`src/rtl/clock_step_pkg.sv`:
```
// Shared types for the core clock step controller: FSM states and the
// same-cycle command priority encoder.
package clock_step_pkg;

   typedef enum logic [1:0] {
      StHalt  = 2'd0,
      StRun   = 2'd1,
      StStep  = 2'd2,
      StBurst = 2'd3
   } state_t;

   // Enumerated in decreasing priority after reset.
   typedef enum logic [2:0] {
      CmdNone  = 3'd0,
      CmdHalt  = 3'd1,
      CmdRun   = 3'd2,
      CmdBurst = 3'd3,
      CmdStep  = 3'd4
   } cmd_t;

   function automatic cmd_t pick_cmd(input logic halt, input logic run,
                                     input logic burst, input logic step);
      cmd_t c;
      if (halt)       c = CmdHalt;
      else if (run)   c = CmdRun;
      else if (burst) c = CmdBurst;
      else if (step)  c = CmdStep;
      else            c = CmdNone;
      return c;
   endfunction

endpackage

```
`src/rtl/tick_divider.sv`:
```
// Free-running divider counter with a runtime-loadable divisor; tick marks the
// last board cycle of each divisor period.
module tick_divider #(
   parameter int unsigned CNT_W       = 32,
   parameter int unsigned DIV_DEFAULT = 2
) (
   input  logic             clk,
   input  logic             reset,
   input  logic [CNT_W-1:0] div_in,
   input  logic             div_load,
   output logic             tick
);

   localparam logic [CNT_W-1:0] DivRst = (DIV_DEFAULT == 0) ? CNT_W'(1) : CNT_W'(DIV_DEFAULT);

   logic [CNT_W-1:0] cnt_q, cnt_d;
   logic [CNT_W-1:0] div_q, div_d;

   assign tick = (cnt_q == div_q - CNT_W'(1));

   always_comb begin
      cnt_d = tick ? '0 : cnt_q + CNT_W'(1);
      div_d = div_q;
      if (div_load) begin
         // A zero divisor would never tick; treat it as the fastest rate.
         div_d = (div_in == '0) ? CNT_W'(1) : div_in;
         cnt_d = '0;
      end
   end

   always_ff @(posedge clk) begin
      if (reset) begin
         cnt_q <= '0;
         div_q <= DivRst;
      end else begin
         cnt_q <= cnt_d;
         div_q <= div_d;
      end
   end

endmodule

```
`src/rtl/clock_step_controller.sv`:
```
// Core clock generator with run/halt/step/burst control: divided clock, ce
// pulse on each rising edge, retired-cycle counter and heartbeat led.
module clock_step_controller
   import clock_step_pkg::*;
#(
   parameter int unsigned CNT_W       = 32,
   parameter int unsigned DIV_DEFAULT = 2,
   parameter int unsigned BURST_W     = 16,
   parameter int unsigned CYC_W       = 32,
   parameter int unsigned LED_DIV     = 1,
   parameter bit          START_RUN   = 1'b1
) (
   input  logic               clk,
   input  logic               reset,
   input  logic [CNT_W-1:0]   div_in,
   input  logic               div_load,
   input  logic               cmd_run,
   input  logic               cmd_halt,
   input  logic               cmd_step,
   input  logic               cmd_burst,
   input  logic [BURST_W-1:0] burst_len,
   output logic               clk_out,
   output logic               ce,
   output logic               led,
   output logic               busy,
   output logic [1:0]         state_o,
   output logic [CYC_W-1:0]   cycle_count,
   output logic [BURST_W-1:0] burst_rem
);

   localparam int unsigned LedW = $clog2(LED_DIV) + 1;
   localparam state_t      StReset = START_RUN ? StRun : StHalt;

   state_t             state_q, state_d;
   logic               clk_out_q, clk_out_d;
   logic               ce_q, ce_d;
   logic               led_q, led_d;
   logic [LedW-1:0]    led_cnt_q, led_cnt_d;
   logic [CYC_W-1:0]   cyc_q, cyc_d;
   logic [BURST_W-1:0] rem_q, rem_d;
   logic               pend_q, pend_d;
   logic               tick, rise, fall, halting, park;
   cmd_t               cmd;

   tick_divider #(
      .CNT_W       (CNT_W),
      .DIV_DEFAULT (DIV_DEFAULT)
   ) u_tick_divider (
      .clk      (clk),
      .reset    (reset),
      .div_in   (div_in),
      .div_load (div_load),
      .tick     (tick)
   );

   always_comb begin
      state_d   = state_q;
      clk_out_d = clk_out_q;
      ce_d      = 1'b0;
      led_d     = led_q;
      led_cnt_d = led_cnt_q;
      cyc_d     = cyc_q;
      rem_d     = rem_q;
      pend_d    = pend_q;
      rise      = 1'b0;
      fall      = 1'b0;
      cmd       = pick_cmd(cmd_halt, cmd_run, cmd_burst, cmd_step);
      halting   = pend_q | (cmd == CmdHalt);

      // A pending halt suppresses rising edges so clk_out only ever parks low.
      if (state_q != StHalt && tick) begin
         if (clk_out_q)     fall = 1'b1;
         else if (!halting) rise = 1'b1;
      end
      park = halting && (fall || !clk_out_q);

      if (rise) begin
         clk_out_d = 1'b1;
         ce_d      = 1'b1;
         cyc_d     = cyc_q + CYC_W'(1);
         if (state_q == StBurst) rem_d = rem_q - BURST_W'(1);
         if (led_cnt_q == LedW'(LED_DIV - 1)) begin
            led_cnt_d = '0;
            led_d     = ~led_q;
         end else begin
            led_cnt_d = led_cnt_q + LedW'(1);
         end
      end
      if (fall) clk_out_d = 1'b0;

      unique case (state_q)
         StHalt:  state_d = StHalt;
         StRun:   if (park) state_d = StHalt;
         StStep:  if (fall || park) state_d = StHalt;
         StBurst: if ((fall && rem_q == '0) || park) state_d = StHalt;
         default: state_d = StHalt;
      endcase

      unique case (cmd)
         CmdHalt: begin
            if (state_q != StHalt) begin
               pend_d = 1'b1;
               rem_d  = '0;
            end
         end
         CmdRun: begin
            state_d = StRun;
            pend_d  = 1'b0;
         end
         CmdBurst: begin
            if (state_q == StHalt && burst_len != '0) begin
               rem_d   = burst_len;
               state_d = StBurst;
            end
         end
         CmdStep: if (state_q == StHalt) state_d = StStep;
         default: ;
      endcase

      if (state_d == StHalt) pend_d = 1'b0;
   end

   always_ff @(posedge clk) begin
      if (reset) begin
         state_q   <= StReset;
         clk_out_q <= 1'b0;
         ce_q      <= 1'b0;
         led_q     <= 1'b0;
         led_cnt_q <= '0;
         cyc_q     <= '0;
         rem_q     <= '0;
         pend_q    <= 1'b0;
      end else begin
         state_q   <= state_d;
         clk_out_q <= clk_out_d;
         ce_q      <= ce_d;
         led_q     <= led_d;
         led_cnt_q <= led_cnt_d;
         cyc_q     <= cyc_d;
         rem_q     <= rem_d;
         pend_q    <= pend_d;
      end
   end

   assign clk_out     = clk_out_q;
   assign ce          = ce_q;
   assign led         = led_q;
   assign busy        = (state_q == StStep) || (state_q == StBurst);
   assign state_o     = state_q;
   assign cycle_count = cyc_q;
   assign burst_rem   = rem_q;

endmodule

```
`config.mk`:
```
export PLATFORM = sky130hd
export DESIGN_NAME = clock_step_controller
export DESIGN_NICKNAME = d
export VERILOG_FILES = /design/src/rtl/clock_step_pkg.sv /design/src/rtl/tick_divider.sv /design/src/rtl/clock_step_controller.sv
export SDC_FILE = /design/constraint.sdc
export NUM_CORES = 1
export LEC_CHECK = 0
export CAP_MARGIN = 40
export CORE_UTILIZATION = 40
export DETAILED_ROUTE_END_ITERATION = 6
export PLACE_DENSITY = 0.59
export SYNTH_ARGS = -nofsm -noshare
export SYNTH_HDL_FRONTEND = slang
export SYNTH_SLANG_ARGS = --single-unit
```
`constraint.sdc`:
```
create_clock -name clk -period 6.7 [get_ports clk]
set_clock_uncertainty 0.2 [all_clocks]
set_input_delay 1.005 -clock clk [delete_from_list [all_inputs] [get_ports clk]]
set_output_delay 1.005 -clock clk [all_outputs]
set_load 0.02 [all_outputs]
```
==> results of run 1 <==
## logic make-up after synthesis
family,share of synthesized area
and+or+nand+nor,0.330
AOI/OAI and AO/OA,0.145
DFF,0.333
xor gates and xnor gates,0.0803
buffers and inverters,0.0372
muxes,0.0676
adders and majority gates,0.00706
## area by class of cell
class	count	area (um2)
fill	1684	8370
multi-input combinational	711	4460
sequential	118	2360
timing repair buffer	115	1130
clock buffer	17	425
tap	225	282
clock inverter	15	228
inverter	11	41.3
## flip-flops by register name, indices dropped and copies added (netlist names)
name and cells:
cycle_count 32, u_tick_divider.cnt_q 32, u_tick_divider.div_q 32, burst_rem 16, state_o 2, ce 1, clk_out 1, led 1
pend_q 1
## final timing paths
path                                         from                           to  slack, ns  depth (start not counted)
max reg2reg  u_tick_divider.div_q[0]$_SDFFE_PP0P_  cycle_count[9]$_SDFFE_PP0P_       1.90                         11
max          u_tick_divider.div_q[0]$_SDFFE_PP0P_  cycle_count[9]$_SDFFE_PP0P_       1.90                         11
min reg2reg                      led$_SDFFE_PP0P_             led$_SDFFE_PP0P_       0.26                          2
min                              led$_SDFFE_PP0P_             led$_SDFFE_PP0P_       0.26                          2
## stage by stage
step / instance area [um2] / hold WS (ns) / utilization / cells / worst slack, ns
2_1_floorplan: 7090 / 0.252 / - / 893 / 2.97
3_3_place_gp: 8260 / 0.252 / 0.478 / 1178 / 1.91
3_5_place_dp: 8280 / 0.258 / 0.479 / 1180 / 1.97
4_1_cts: 8930 / 0.266 / 0.516 / 1212 / 1.97
5_1_grt: 8930 / 0.305 / 0.516 / 1212 / 1.66
6_report: 8930 / 0.261 / 0.516 / 1212 / 1.90
## worst register-to-register path: cells and delay by family (launching register included)
family                 cells  cell delay, ns
multiplexers               1            0.34
AND/OR/NAND/NOR            7            3.27
buffers and inverters      2            0.43
AO/OA/AOI/OAI              1            0.08
flip-flops                 1            0.37
## layer usage
layer  track usage  up-vias  wire (um)  part of all wire
li1              -     3432          -                 -
met5             0        -          0                 0
met3        0.0464       30       1020             0.053
met2         0.321      168       8270              0.43
met4        0.0843        0        360             0.019
met1         0.305     3137       9570              0.50
## cells in the final DEF, fill, tap and decap left out, types with 4 or more instances in the layout
| cell type | Yosys | routed |
|---|---|---|
| a2111oi_0 | 4 | 4 |
| a211o_1 | 5 | 5 |
| a211oi_1 | 9 | 9 |
| a21oi_1 | 39 | 39 |
| a22oi_1 | 10 | 10 |
| a31o_2 | 13 | 13 |
| a31oi_1 | 10 | 10 |
| and2_1 | 11 | 11 |
| and3_1 | 17 | 17 |
| and4_1 | 8 | 8 |
| buf_4 | 1 | 7 |
| bufinv_16 | 0 | 5 |
| clkbuf_16 | 0 | 17 |
| clkdlybuf4s50_1 | 0 | 106 |
| clkinv_4 | 0 | 4 |
| dfxtp_1 | 118 | 118 |
| ha_1 | 4 | 4 |
| inv_1 | 11 | 11 |
| mux2_1 | 7 | 7 |
| mux2_2 | 8 | 8 |
| mux2i_1 | 31 | 31 |
| nand2_1 | 70 | 70 |
| nand2b_1 | 10 | 10 |
| nand3_1 | 48 | 48 |
| nand3b_1 | 5 | 5 |
| nand4_1 | 19 | 19 |
| nor2_1 | 124 | 124 |
| nor2b_1 | 17 | 17 |
| nor3_1 | 35 | 35 |
| nor4_1 | 31 | 31 |
| o211ai_1 | 6 | 6 |
| o21a_1 | 5 | 5 |
| o21ai_0 | 20 | 20 |
| o31ai_1 | 9 | 9 |
| or2_2 | 7 | 7 |
| or3_1 | 9 | 9 |
| or4_1 | 8 | 8 |
| xnor2_1 | 38 | 38 |
| xor2_1 | 27 | 27 |
## power breakdown
group          switching, mW  total, mW  internal (mW)
clock network          0.356       1.02          0.662
logic                  0.129      0.235          0.106
registers             0.0292      0.748          0.719
total                  0.514       2.00           1.49
==> out/metrics.csv, run 1 <==
metric,value,unit
run_status,completed,
die_h,135,um
synth_seq_area_share,0.333,
via_count,6767,
synth_ff_type,dfxtp_1,
slowest_delay,0.82,ns
synth.area.top_cells,"dfxtp_1 (33%), nor2_1 (6.6%), xnor2_1 (4.7%), mux2i_1 (4.4%), nand2_1 (3.7%)",
synthesis.nets,952,
worstPathMaxFanout,19,
syn_to_final_growth,26.0,%
rsz0062_at_grt,no,
setup_viol_count_final,0,
via_per_inst,5.58,
root_buffer,clkbuf_16,
drive_above_1_share,0.0780,
grt_pass1_vias,6068,
drc,0,
post_cts_resized,0,
finalSetupTns,0,ns
cts_buffers,17,
worstHoldPathType,register to register,
leakage,3.28,nW
cts.sinks,118,
max_freq,208,MHz
ant_nets,0,
crit_top_cell,nand3_1,
crit_buf_inv,2,
crit_chain,nor4_1 > nand3_1 > or4b_2 > nand3_1 > a21oi_1 > and4b_1 > buf_4 > nor4b_4 > buf_6 > nand3_1 > mux2_1,
core_area,17300,um2
synth_common_cells,"nor2_1 (124), dfxtp_1 (118), nand2_1 (70), nand3_1 (48), a21oi_1 (39)",
antenna_cells,0,
grt_pass1_wl,31.2,mm
grt_start_max_net_pins,67,
required,6.81,ns
path_clk_slew,0.06,ns
htree_levels,4,
cp-start-kind,register,
post_cts_buffers,0,
fp.dieW,135,um
finalCritPeriodShare,0.716,
synth_top_area_frac,0.333,
maxCapViolCount,0,
slew_viol_final,0,
power,2.00,mW
grt_usage,0.217,
peakVddDrop,0.176,mV
synth.most_common_cell,nor2_1,
slowest_stage,or4b_2,
yosysWarnings,0,
clockBufferDepth,2,
min_period,4.80,ns
grt-ovfl-total,0,
initial_core_util,0.410,
worst_pin_slew,0.911,ns
finalNetCount,1033,
cp.arrival,4.91,ns
critPathCaptureType,register,
hold_viol,0,
hpwl,13.8,mm
synth_cell_type_count,65,
drtIter0Drc,408,
synth_top_area_cell,dfxtp_1,
synthArstFlopShare,0,
cts_hold_buf,0,
io_pins,109,
routedWlPerCell,15.9,um
num_rows,48,
dieArea,18300,um2
critPathTopFamily,simple AND/OR/NAND/NOR gates,
power.density,224,nW/um2
netlist_instances,893,
synth_edf_count,0,
wl,19.2,mm
synthesis.area,7090,um2
synth_seq_cells,118,
first_pass_iters,5,
critPathKind,register to register,
cts_tree,yes,
relSlewSlack,0.387,
portBuffers,108,
clk-insertion-delay-late,0.43,ns
postSynthAreaPerCell,7.94,um2
routabilityCongestion,0.879,
antenna_found_initial,0,
No activity file was read; power rests on OpenSTA's default activity.
==> run 2, diff against run 1 <==
==> constraint.sdc (replaced) <==
create_clock -name clk -period 4.6 [get_ports clk]
set_clock_uncertainty 0.2 [all_clocks]
set_input_delay 0.69 -clock clk [delete_from_list [all_inputs] [get_ports clk]]
set_output_delay 0.69 -clock clk [all_outputs]
set_load 0.02 [all_outputs]
==> out/metrics.csv, run 2 (same netlist as run 1, synthesis figures left out) <==
metric,value,unit
via_per_inst,5.62,
worstHoldPathType,register to register,
setup_viol_count_final,0,
finalNetCount,1043,
min_period,4.15,ns
clk-insertion-delay-late,0.42,ns
p_sw_frac,0.272,
holdWs,0.260,ns
cts_buffers,17,
run_status,completed,
routabilityCongestion,0.859,
power,2.78,mW
mostFrequentLayoutCells,"nor2_1 (124), dfxtp_1 (118), clkdlybuf4s50_1 (106)",
die_h,135,um
root_buffer,clkbuf_16,
fill_cells,1678,
relSlewSlack,0.402,
hold_end,led$_SDFFE_PP0P_,
leakage,3.32,nW
max_freq,241,MHz
peakVddDrop,0.299,mV
slew_viol_final,0,
drc,0,
cp-start-kind,register,
cp.arrival,4.25,ns
drtIter0Drc,442,
crit_top_cell,or4b_1,
finalSetupTns,0,ns
holdPathStages,2,
grt_start_max_net_pins,51,
fp.dieW,135,um
worstPathMaxFanout,10,
worst_pin_slew,0.895,ns
grt-ovfl-total,0,
clockBufferDepth,2,
num_rows,48,
htree_levels,4,
grt_pass1_vias,6226,
slowest_stage,nor3b_2,
maxCapViolCount,0,
slowest_delay,0.52,ns
dieArea,18300,um2
crit_chain,inv_1 > ha_1 > nor3b_2 > a21oi_1 > or4b_1 > or4b_1 > nor4_1 > and4b_1 > buf_4 > nand4b_1 > and3_1 > or3_1,
r2r_start,u_tick_divider.div_q[0]$_SDFFE_PP0P_,
post_cts_resized,0,
final_common_cell,nor2_1,
via_count,6867,
multiInputGateArea,4460,um2
hold_viol,0,
cts_tree,yes,
p_switching,0.755,mW
p_int,2.03,mW
grt_usage,0.220,
finalCritPeriodShare,0.901,
power_frac_comb,0.128,
required,4.70,ns
wl,19.4,mm
rsz0062_at_grt,no,
path_clk_slew,0.06,ns
critPathCaptureType,register,
initial_core_util,0.410,
first_pass_iters,5,
cts.sinks,118,
portBuffers,108,
post_cts_buffers,0,
reg2reg_slack,0.45,ns
regArea,2360,um2
core_area,17300,um2
power.density,310,nW/um2
cts_hold_buf,0,
drive_above_1_share,0.0873,
ant_nets,0,
io_pins,109,
routedWlPerCell,15.8,um
worstHoldStart,led$_SDFFE_PP0P_,
syn_to_final_growth,26.6,%
r2r-end,burst_rem[15]$_SDFF_PP0_,
antenna_cells,0,
antenna_found_initial,0,
critPathKind,register to register,
hpwl,13.9,mm
power_frac_clock,0.481,
grt_pass1_wl,31.8,mm
p_seq_frac,0.392,
rr_worst_depth,12,
-- run 2: changes by cell type in the layout (fill, tap and decap cells not counted), sizes merged --
cell    change
inv         +1
clkinv      +1
bufinv      -3
clkbuf      +1
buf        +10
-- run 2: power groups by stage --
stage | Clock [mW] | Sequential [mW] | Combinational [mW]
after floorplan | 0 | 1.10 | 0.228
after global placement | 0 | 1.11 | 0.350
after detailed placement | 0 | 1.11 | 0.352
after CTS | 1.37 | 1.09 | 0.355
after global routing | 1.41 | 1.09 | 0.393
final | 1.34 | 1.09 | 0.356
-- run 2: per-stage QoR --
step	util	instance area, um2	cells	setup WS, ns
2_1_floorplan	-	7090	893	0.874
4_1_cts	0.519	8970	1222	0.399
6_report	0.519	8970	1222	0.453
3_5_place_dp	0.485	8380	1190	0.431
3_3_place_gp	0.483	8350	1188	0.516
5_1_grt	0.519	8970	1222	0.103
-- run 2: worst max path at each step --
stage / start / depth (start not counted) / to
2_1_floorplan: u_tick_divider.div_q[2]$_SDFFE_PP0P_ / 11 / cycle_count[23]$_SDFFE_PP0P_
3_3_place_gp: u_tick_divider.div_q[0]$_SDFFE_PP0P_ / 12 / burst_rem[15]$_SDFF_PP0_
3_5_place_dp: u_tick_divider.div_q[0]$_SDFFE_PP0P_ / 12 / burst_rem[15]$_SDFF_PP0_
4_1_cts: u_tick_divider.div_q[0]$_SDFFE_PP0P_ / 12 / burst_rem[15]$_SDFF_PP0_
5_1_grt: u_tick_divider.div_q[0]$_SDFFE_PP0P_ / 12 / burst_rem[15]$_SDFF_PP0_
6_report: u_tick_divider.div_q[0]$_SDFFE_PP0P_ / 12 / burst_rem[15]$_SDFF_PP0_
-- run 2: cell type report --
type / count / area share
inverters: 11 / 0.00460
flip-flops and latches: 118 / 0.263
clock buffers: 18 / 0.0489
clock inverters: 14 / 0.0169
repair buffers: 125 / 0.137
multi-input cells: 711 / 0.497
well taps: 225 / 0.0314
-- run 2: layer usage --
| layer | part of all wire | up-vias | track usage |
|---|---|---|---|
| met3 | 0.060 | 20 | 0.0531 |
| met1 | 0.49 | 3206 | 0.306 |
| li1 | - | 3462 | - |
| met5 | 0 | - | 0 |
| met4 | 0.012 | 0 | 0.0630 |
| met2 | 0.44 | 179 | 0.334 |
-- run 2: critical path: cells and delay by family (launching register included) --
| kind | cells | cell delay, ns |
|---|---|---|
| AND/OR/NAND/NOR | 8 | 2.88 |
| flip-flops | 1 | 0.36 |
| buffers and inverters | 2 | 0.27 |
| adder cells (fa/ha/maj) | 1 | 0.19 |
| AO/OA/AOI/OAI | 1 | 0.13 |
==> run 3, diff against run 2 <==
--- a/config.mk
+++ b/config.mk
@@ -6,6 +6,7 @@
 export NUM_CORES = 1
 export LEC_CHECK = 0
 export CAP_MARGIN = 40
+export CORE_ASPECT_RATIO = 0.75
 export CORE_UTILIZATION = 40
 export DETAILED_ROUTE_END_ITERATION = 6
 export PLACE_DENSITY = 0.59
==> out/metrics.csv, run 3 (same netlist as run 1, synthesis figures left out) <==
metric,value,unit
run_status,completed,
core_area,17100,um2
finalNetCount,1043,
first_pass_iters,7,
initial_core_util,0.415,
drtIter0Drc,498,
cp-start-kind,register,
grt_usage,0.225,
cp.arrival,4.33,ns
portBuffers,108,
cts_tree,yes,
path_clk_slew,0.06,ns
via_count,6868,
wl,20.1,mm
worstPathMaxFanout,18,
antenna_cells,0,
critPathCaptureType,register,
worst_pin_slew,0.905,ns
drive_above_1_share,0.0873,
antenna_found_initial,0,
root_buffer,clkbuf_16,
power,2.69,mW
finalSetupTns,0,ns
routabilityCongestion,0.890,
setup_viol_count_final,0,
relSlewSlack,0.396,
io_pins,109,
drc,0,
fill_cells,1672,
clockBufferDepth,2,
syn_to_final_growth,25.9,%
final_cell_area,8920,um2
leakage,3.29,nW
hold_viol,0,
use_met1,0.345,
worst_slack,0.375,ns
post_cts_resized,0,
grt_start_max_net_pins,63,
r2r_start,u_tick_divider.div_q[0]$_SDFFE_PP0P_,
dp_slack,0.403,ns
required,4.70,ns
max_freq,237,MHz
grt_pass1_vias,6064,
grt_util_met3,0.0438,
ant_nets,0,
htree_levels,4,
post_cts_buffers,0,
min_period,4.22,ns
busiest_layer,met1,
die_h,117,um
maxCapViolCount,0,
num_rows,41,
routedWlPerCell,16.3,um
critPathKind,register to register,
power.density,302,nW/um2
final_common_cell,nor2_1,
fp.dieW,156,um
slew_viol_final,0,
grt_util_met2,0.317,
cts_hold_buf,0,
placed_cell_area,8380,um2
cts_buffers,17,
cts.sinks,118,
finalCritPeriodShare,0.918,
crit_path_start,u_tick_divider.div_q[0]$_SDFFE_PP0P_,
via_per_inst,5.57,
worstHoldStart,led$_SDFFE_PP0P_,
peakVddDrop,0.197,mV
clk-insertion-delay-late,0.42,ns
grt_pass1_wl,32.2,mm
rsz0062_at_grt,no,
hpwl,14.6,mm
grt-ovfl-total,0,
dieArea,18300,um2
worstHoldPathType,register to register,
mostFrequentLayoutCells,"nor2_1 (124), dfxtp_1 (118), clkdlybuf4s50_1 (106)",
[run 3: cell count changes in the layout (fill, tap and decap cells not counted), sizes merged]
cell / before / now
clkbuf: 18 / 17
clkinv: 7 / 9
inv: 14 / 16
bufinv: 2 / 0
clkinvlp: 2 / 1
[run 3: worst paths after layout]
| path | endpoint | slack, ns | cells past startpoint |
|---|---|---|---|
| max reg2reg | cycle_count[9]$_SDFFE_PP0P_ | 0.38 | 10 |
| min reg2reg | led$_SDFFE_PP0P_ | 0.31 | 2 |
| max | cycle_count[9]$_SDFFE_PP0P_ | 0.38 | 10 |
| min | led$_SDFFE_PP0P_ | 0.31 | 2 |
[run 3: power breakdown]
part           switching [mW]  internal [mW]  leakage, nW  total, mW
logic                   0.198          0.164         2.07      0.362
registers              0.0437           1.05        0.958       1.09
clock network           0.542          0.699        0.270       1.24
total                   0.784           1.91         3.29       2.69
[run 3: per-stage QoR]
| stage | hold slack (ns) | std cells | utilization |
|---|---|---|---|
| after CTS | 0.306 | 1233 | 0.522 |
| after global routing | 0.353 | 1233 | 0.522 |
| final | 0.311 | 1233 | 0.522 |
| after detailed placement | 0.298 | 1201 | 0.490 |
| after global placement | 0.294 | 1200 | 0.489 |
| after floorplan | 0.252 | 893 | - |
[run 3: final cells by class]
class	instances	area [um2]	area share
Tap cell	236	295	0.0331
Clock inverter	15	121	0.0136
Inverter	11	41.3	0.00463
Timing Repair Buffer	125	1210	0.136
Clock buffer	17	425	0.0477
Sequential cell	118	2360	0.265
Multi-Input combinational cell	711	4460	0.500
[run 3: routing by layer]
layer  vias to the layer above  routed length [um]
met1                      3167               10400
li1                       3437                   -
met3                        16                1430
met2                       248                8110
met5                         -                   0
met4                         0                 172
[run 3: worst max-delay path, cell delays in order (launching register included)]
cell and delay, ns:
dfxtp_1 0.36, or4_4 0.59, o21a_1 0.18, or4b_1 0.52
or4b_1 0.49, nor4_1 0.29, and4b_1 0.49, nor4b_4 0.26
buf_4 0.28, nand3_1 0.12, mux2_1 0.33
